## src/rtl/hwpe_ctrl_uloop_issuer.sv

```systemverilog
// hwpe_ctrl_uloop_issuer: steps the uloop one iteration at a time and issues
// base+offset addresses on independent per-stream valid/ready channels.
module hwpe_ctrl_uloop_issuer #(
   parameter int NB_STREAMS = 4,
   parameter int NB_REG     = 5,
   parameter int REG_WIDTH  = 32,
   parameter int ADDR_WIDTH = 32,
   parameter int CNT_WIDTH  = 16
) (
   input  logic                                   clk_i,
   input  logic                                   rst_ni,
   input  logic                                   clear_i,
   input  logic                                   start_i,
   input  logic [NB_STREAMS-1:0]                  stream_en_i,
   input  logic [NB_STREAMS*ADDR_WIDTH-1:0]       base_addr_i,
   input  logic [NB_STREAMS*$clog2(NB_REG)-1:0]   offs_sel_i,
   output logic                                   uloop_clear_o,
   output logic                                   uloop_enable_o,
   input  logic                                   uloop_valid_i,
   input  logic                                   uloop_done_i,
   input  logic [NB_REG*REG_WIDTH-1:0]            uloop_offs_i,
   output logic [NB_STREAMS-1:0]                  addr_valid_o,
   input  logic [NB_STREAMS-1:0]                  addr_ready_i,
   output logic [NB_STREAMS*ADDR_WIDTH-1:0]       addr_o,
   output logic                                   busy_o,
   output logic                                   done_o,
   output logic [CNT_WIDTH-1:0]                   iter_cnt_o
);
   localparam int SW = $clog2(NB_REG);
   localparam logic [2:0] IDLE = 3'd0, ISSUE = 3'd1, REQ = 3'd2, WAIT = 3'd3, FINISH = 3'd4;
   logic [2:0]                       state_q;
   logic [NB_STREAMS-1:0]            en_q, pending_q, pend_nxt;
   logic [NB_STREAMS*ADDR_WIDTH-1:0] base_q;
   logic [NB_STREAMS*SW-1:0]         sel_q;
   logic [REG_WIDTH-1:0]             offs_q [NB_REG];
   logic                             last_q, uclr_q;
   logic [CNT_WIDTH-1:0]             iter_q;
   assign pend_nxt       = pending_q & ~addr_ready_i;
   assign addr_valid_o   = pending_q;
   assign uloop_clear_o  = uclr_q;
   assign uloop_enable_o = state_q == REQ;
   assign busy_o         = state_q != IDLE;
   assign done_o         = state_q == FINISH;
   assign iter_cnt_o     = iter_q;
   // addresses are a pure function of registered state, so they hold while valid
   for (genvar i = 0; i < NB_STREAMS; i++) begin : g_addr
      logic [SW-1:0]        sel;
      logic [REG_WIDTH-1:0] offs;
      assign sel  = sel_q[i*SW +: SW];
      assign offs = (32'(sel) < NB_REG) ? offs_q[sel] : '0;
      assign addr_o[i*ADDR_WIDTH +: ADDR_WIDTH] = base_q[i*ADDR_WIDTH +: ADDR_WIDTH] + ADDR_WIDTH'(offs);
   end
   always_ff @(posedge clk_i or negedge rst_ni) begin
      if (!rst_ni) begin
         state_q   <= IDLE;
         en_q      <= '0;
         pending_q <= '0;
         base_q    <= '0;
         sel_q     <= '0;
         last_q    <= 1'b0;
         uclr_q    <= 1'b0;
         iter_q    <= '0;
         for (int r = 0; r < NB_REG; r++) offs_q[r] <= '0;
      end else if (clear_i) begin
         state_q   <= IDLE;
         pending_q <= '0;
         iter_q    <= '0;
         uclr_q    <= 1'b1;
      end else begin
         uclr_q <= 1'b0;
         case (state_q)
            IDLE: if (start_i) begin
               en_q      <= stream_en_i;
               base_q    <= base_addr_i;
               sel_q     <= offs_sel_i;
               pending_q <= stream_en_i;
               last_q    <= 1'b0;
               iter_q    <= '0;
               uclr_q    <= 1'b1;
               state_q   <= ISSUE;
               for (int r = 0; r < NB_REG; r++) offs_q[r] <= '0;
            end
            ISSUE: begin
               pending_q <= pend_nxt;
               if (pend_nxt == '0) begin
                  iter_q  <= iter_q + 1'b1;
                  state_q <= last_q ? FINISH : REQ;
               end
            end
            REQ: state_q <= WAIT;
            WAIT: if (uloop_valid_i) begin
               for (int r = 0; r < NB_REG; r++) offs_q[r] <= uloop_offs_i[r*REG_WIDTH +: REG_WIDTH];
               last_q    <= uloop_done_i;
               pending_q <= en_q;
               state_q   <= ISSUE;
            end else if (uloop_done_i) state_q <= FINISH;
            default: state_q <= IDLE;
         endcase
      end
   end
endmodule
```

## config.mk

```make
export PLATFORM = sky130hd
export DESIGN_NAME = hwpe_ctrl_uloop_issuer
export DESIGN_NICKNAME = d
export VERILOG_FILES = /design/src/rtl/hwpe_ctrl_uloop_issuer.sv
export SDC_FILE = /design/constraint.sdc
export NUM_CORES = 1
export LEC_CHECK = 0
export ABC_AREA = 0
export CORE_AREA = 2 2 236 238
export DETAILED_ROUTE_END_ITERATION = 10
export DIE_AREA = 0 0 238 240
export GPL_TIMING_DRIVEN = 0
export PLACE_DENSITY = 0.7
export SYNTH_ARGS = -nofsm -noshare
export SYNTH_HDL_FRONTEND = slang
export SYNTH_SLANG_ARGS = --single-unit
```

## constraint.sdc

```tcl
create_clock -name clk_i -period 7.9 [get_ports clk_i]
set_input_delay 1.185 -clock clk_i [delete_from_list [all_inputs] [get_ports clk_i]]
set_output_delay 1.185 -clock clk_i [all_outputs]
set_load 0.05 [all_outputs]
```

==> results.cfg <==
[outcome]
status = finished clean

[timing]
skew_ns = 0.0184
hold_viol_final = 0
setup_viol = 0
relSlewSlack_pct = 38.8
min_period_ns = 7.54
finalMaxSlewViolations = 0
max_freq_ghz = 0.133
fin_crit_sh_pct = 95.4
rsz0062_at_grt = false
worst_slack_ns = 0.364
worst_slew_pin_slew_ns = 0.919

[drt]
ant_nets = 0
wl_microns = 102000
vias_per_cell = 6.06
wl_per_cell_microns = 25.7
dr.first_iter.drc_count = 2534
vias = 24000
first_pass_iters = 7
route.detailed.drc = 0

[final_layout]
finalInstanceArea_sq_mm = 0.0313
diodes = 0
final_core_util_pct = 57.3
final_cell_mix = clkdlybuf4s50_1 (464), nand2_1 (424), dfrtp_1 (329)
layout.nets = 3670
mostFrequentLayoutCell = clkdlybuf4s50_1
drive_gt1_share_pct = 10.2
area_delta_synth_final_pct = 29.0

[power]
p_per_area_mw_per_mm2 = 299
p_comb_share_pct = 53.8
power_switching_uw = 4330
p_int_uw = 5030
p_leak_uw = 0.0134
seq_power_share_pct = 24.3
clock_power_share_pct = 21.9
total_power_uw = 9360
peakVddDrop_mv = 0.229
netSwitchingFraction_pct = 46.3

[yosys]
syn_area_per_cell_sq_um = 8.94
synth_edf_count = 0
syn_area_sq_mm = 0.0243
ys_types = 92
netlist_instances = 2717
synth-seq-area-share_pct = 33.9
ys_warn_count = 0
yosys.area.top_type = dfrtp_1
syn_nets = 3160
ys_dominant_reg_cell = dfrtp_1
async_flop_share_pct = 100
synth_area_leaders = dfrtp_1 (34%), mux2i_1 (8.1%), mux2_2 (6.6%), nand2_1 (6.5%), ha_1 (6.4%)
synth-seq-cells = 329
yosys.area.top_type_share_pct = 33.9

[placement]
hpwl_microns = 80200
pre_cts_slack_ns = 0.928
gp_congestion = 0.983
io_buffer_count = 465
dpl_cell_area_sq_mm = 0.0299

[cts]
post_cts_buffers = 0
numCtsBuffers = 40
clockRootBuffer = clkbuf_16
cts_resized = 0
cts_tree = yes
cts-htree-levels = 2
clkTransAtPathRegs_ns = 0.07
clk_latency_ns = 0.58
cts_sinks = 329
hold_buffers = 0
cts_max_path_buffers = 3

[die]
die_y_microns = 240
row_count = 86
die_area_sq_mm = 0.0571
io_pins = 466
die_w_microns = 238
initial_core_util_pct = 44.5
core_sq_mm = 0.0547

[worst_setup_path]
required_ns = 6.71
cp_max_fo = 10
criticalPathCategory = flip-flop to primary output
endpoint_kind = primary output
startpoint_type = flip-flop
cp.arrival_ns = 6.35

[global_route]
antenna_found_initial = 15
grt.overflow.total = 0
grt_usage_pct = 34.6
first_global_vias = 23800
grt_pass1_wl_microns = 148000
grt_max_degree = 94

[hold_path]
worstHoldPathType = flip-flop to flip-flop

[flow_run]
drv_cap = 0
worst max-delay path, cell delays in order, from the launching register on:
cell             delay, ns
dfrtp_1               0.36
clkbuf_1              0.26
nor2b_1               0.17
clkbuf_1              0.30
clkbuf_1              0.49
a21oi_1               0.14
o22ai_1               0.38
ha_1                  0.26
inv_1                 0.06
fa_1                  0.42
nand2b_1              0.18
a21oi_1               0.23
o31ai_2               0.15
o311ai_2              0.60
a311oi_2              0.19
nor2_1                0.36
a21boi_1              0.15
xnor2_1               0.23
clkdlybuf4s50_1       0.85
cells in the mapped netlist, types with 5 or more instances:
master / number
nor3_1: 18
clkbuf_1: 125
nand2b_1: 11
o21ai_0: 141
nor2_1: 170
and3_1: 11
o22ai_1: 96
buf_2: 33
a22o_1: 31
nand4_1: 16
a21o_1: 68
o31ai_1: 8
mux2_2: 142
dfrtp_1: 329
and2_1: 11
ha_1: 125
buf_4: 7
nand3_1: 27
nand2_1: 424
o21a_1: 15
xnor2_1: 85
o21ai_1: 93
buf_1: 12
a31oi_1: 14
xor2_1: 32
nor3b_1: 5
o41ai_1: 8
a21oi_1: 214
o211ai_1: 9
nor2b_1: 29
mux2i_1: 196
a211oi_1: 16
mux4_2: 31
inv_1: 46
or3_1: 8
o21bai_1: 15
cells by family after synthesis:
family,synth area share (%)
AO/OA/AOI/OAI,20.4
AND/OR/NAND/NOR,13.3
buffers and inverters,3.86
XOR/XNOR,4.22
adder cells (fa/ha/maj),6.77
multiplexers,17.6
flip-flops,33.9
worst paths after layout:
check                      slack [ns]  startpoint     endpoint  cells past startpoint
max reg2reg                      4.97  state_q[1]   base_q[56]                      7
max in group asynchronous        5.60      rst_ni   base_q[70]                      4
min                              0.51     en_q[2]      en_q[2]                      1
max                              0.36    sel_q[2]   addr_o[26]                     18
min reg2reg                      0.51     en_q[2]      en_q[2]                      1
min in group asynchronous        0.56      rst_ni  base_q[127]                      1
registers in the layout (all words and copies together), names as in the netlist:
name           flops
addr_valid_o       4
base_q           128
en_q               4
iter_cnt_o        16
last_q             1
offs_q           160
sel_q             12
state_q            3
uloop_clear_o      1
power groups by stage:
stage                     Combinational, uW  Sequential, uW  Clock (uW)
after floorplan                        3340            2200           0
after global placement                 4910            2290           0
after detailed placement               4970            2300           0
after CTS                              4990            2270        2070
after global routing                   5280            2310        2140
final                                  5040            2270        2050
metal layers:
| layer | routed length, microns | GRT usage, % | up-vias |
|---|---|---|---|
| met5 | 171 | 0 | - |
| met4 | 3870 | 12.8 | 26 |
| li1 | - | - | 10800 |
| met3 | 9200 | 8.52 | 231 |
| met2 | 47900 | 57.8 | 1241 |
| met1 | 40500 | 43.4 | 11700 |
per-stage QoR:
stage | hold WS, ns | std cells | setup TNS (ns)
6_report | 0.510 | 3961 | 0
5_1_grt | 0.526 | 3961 | 0
4_1_cts | 0.511 | 3961 | 0
3_5_place_dp | 0.490 | 3889 | 0
3_3_place_gp | 0.475 | 3886 | -2898.35
2_1_floorplan | 0.467 | 2717 | 0
final cells by class:
type                            count  area (sq um)
Buffer                            180           767
Clock buffer                       49          1100
Clock inverter                     23           325
Fill cell                        4842         23300
Inverter                           46           173
Multi-Input combinational cell   2162         15100
Sequential cell                   329          8230
Tap cell                          704           881
Timing Repair Buffer              468          4740
Note: power is estimated with default switching activity, not from simulation.
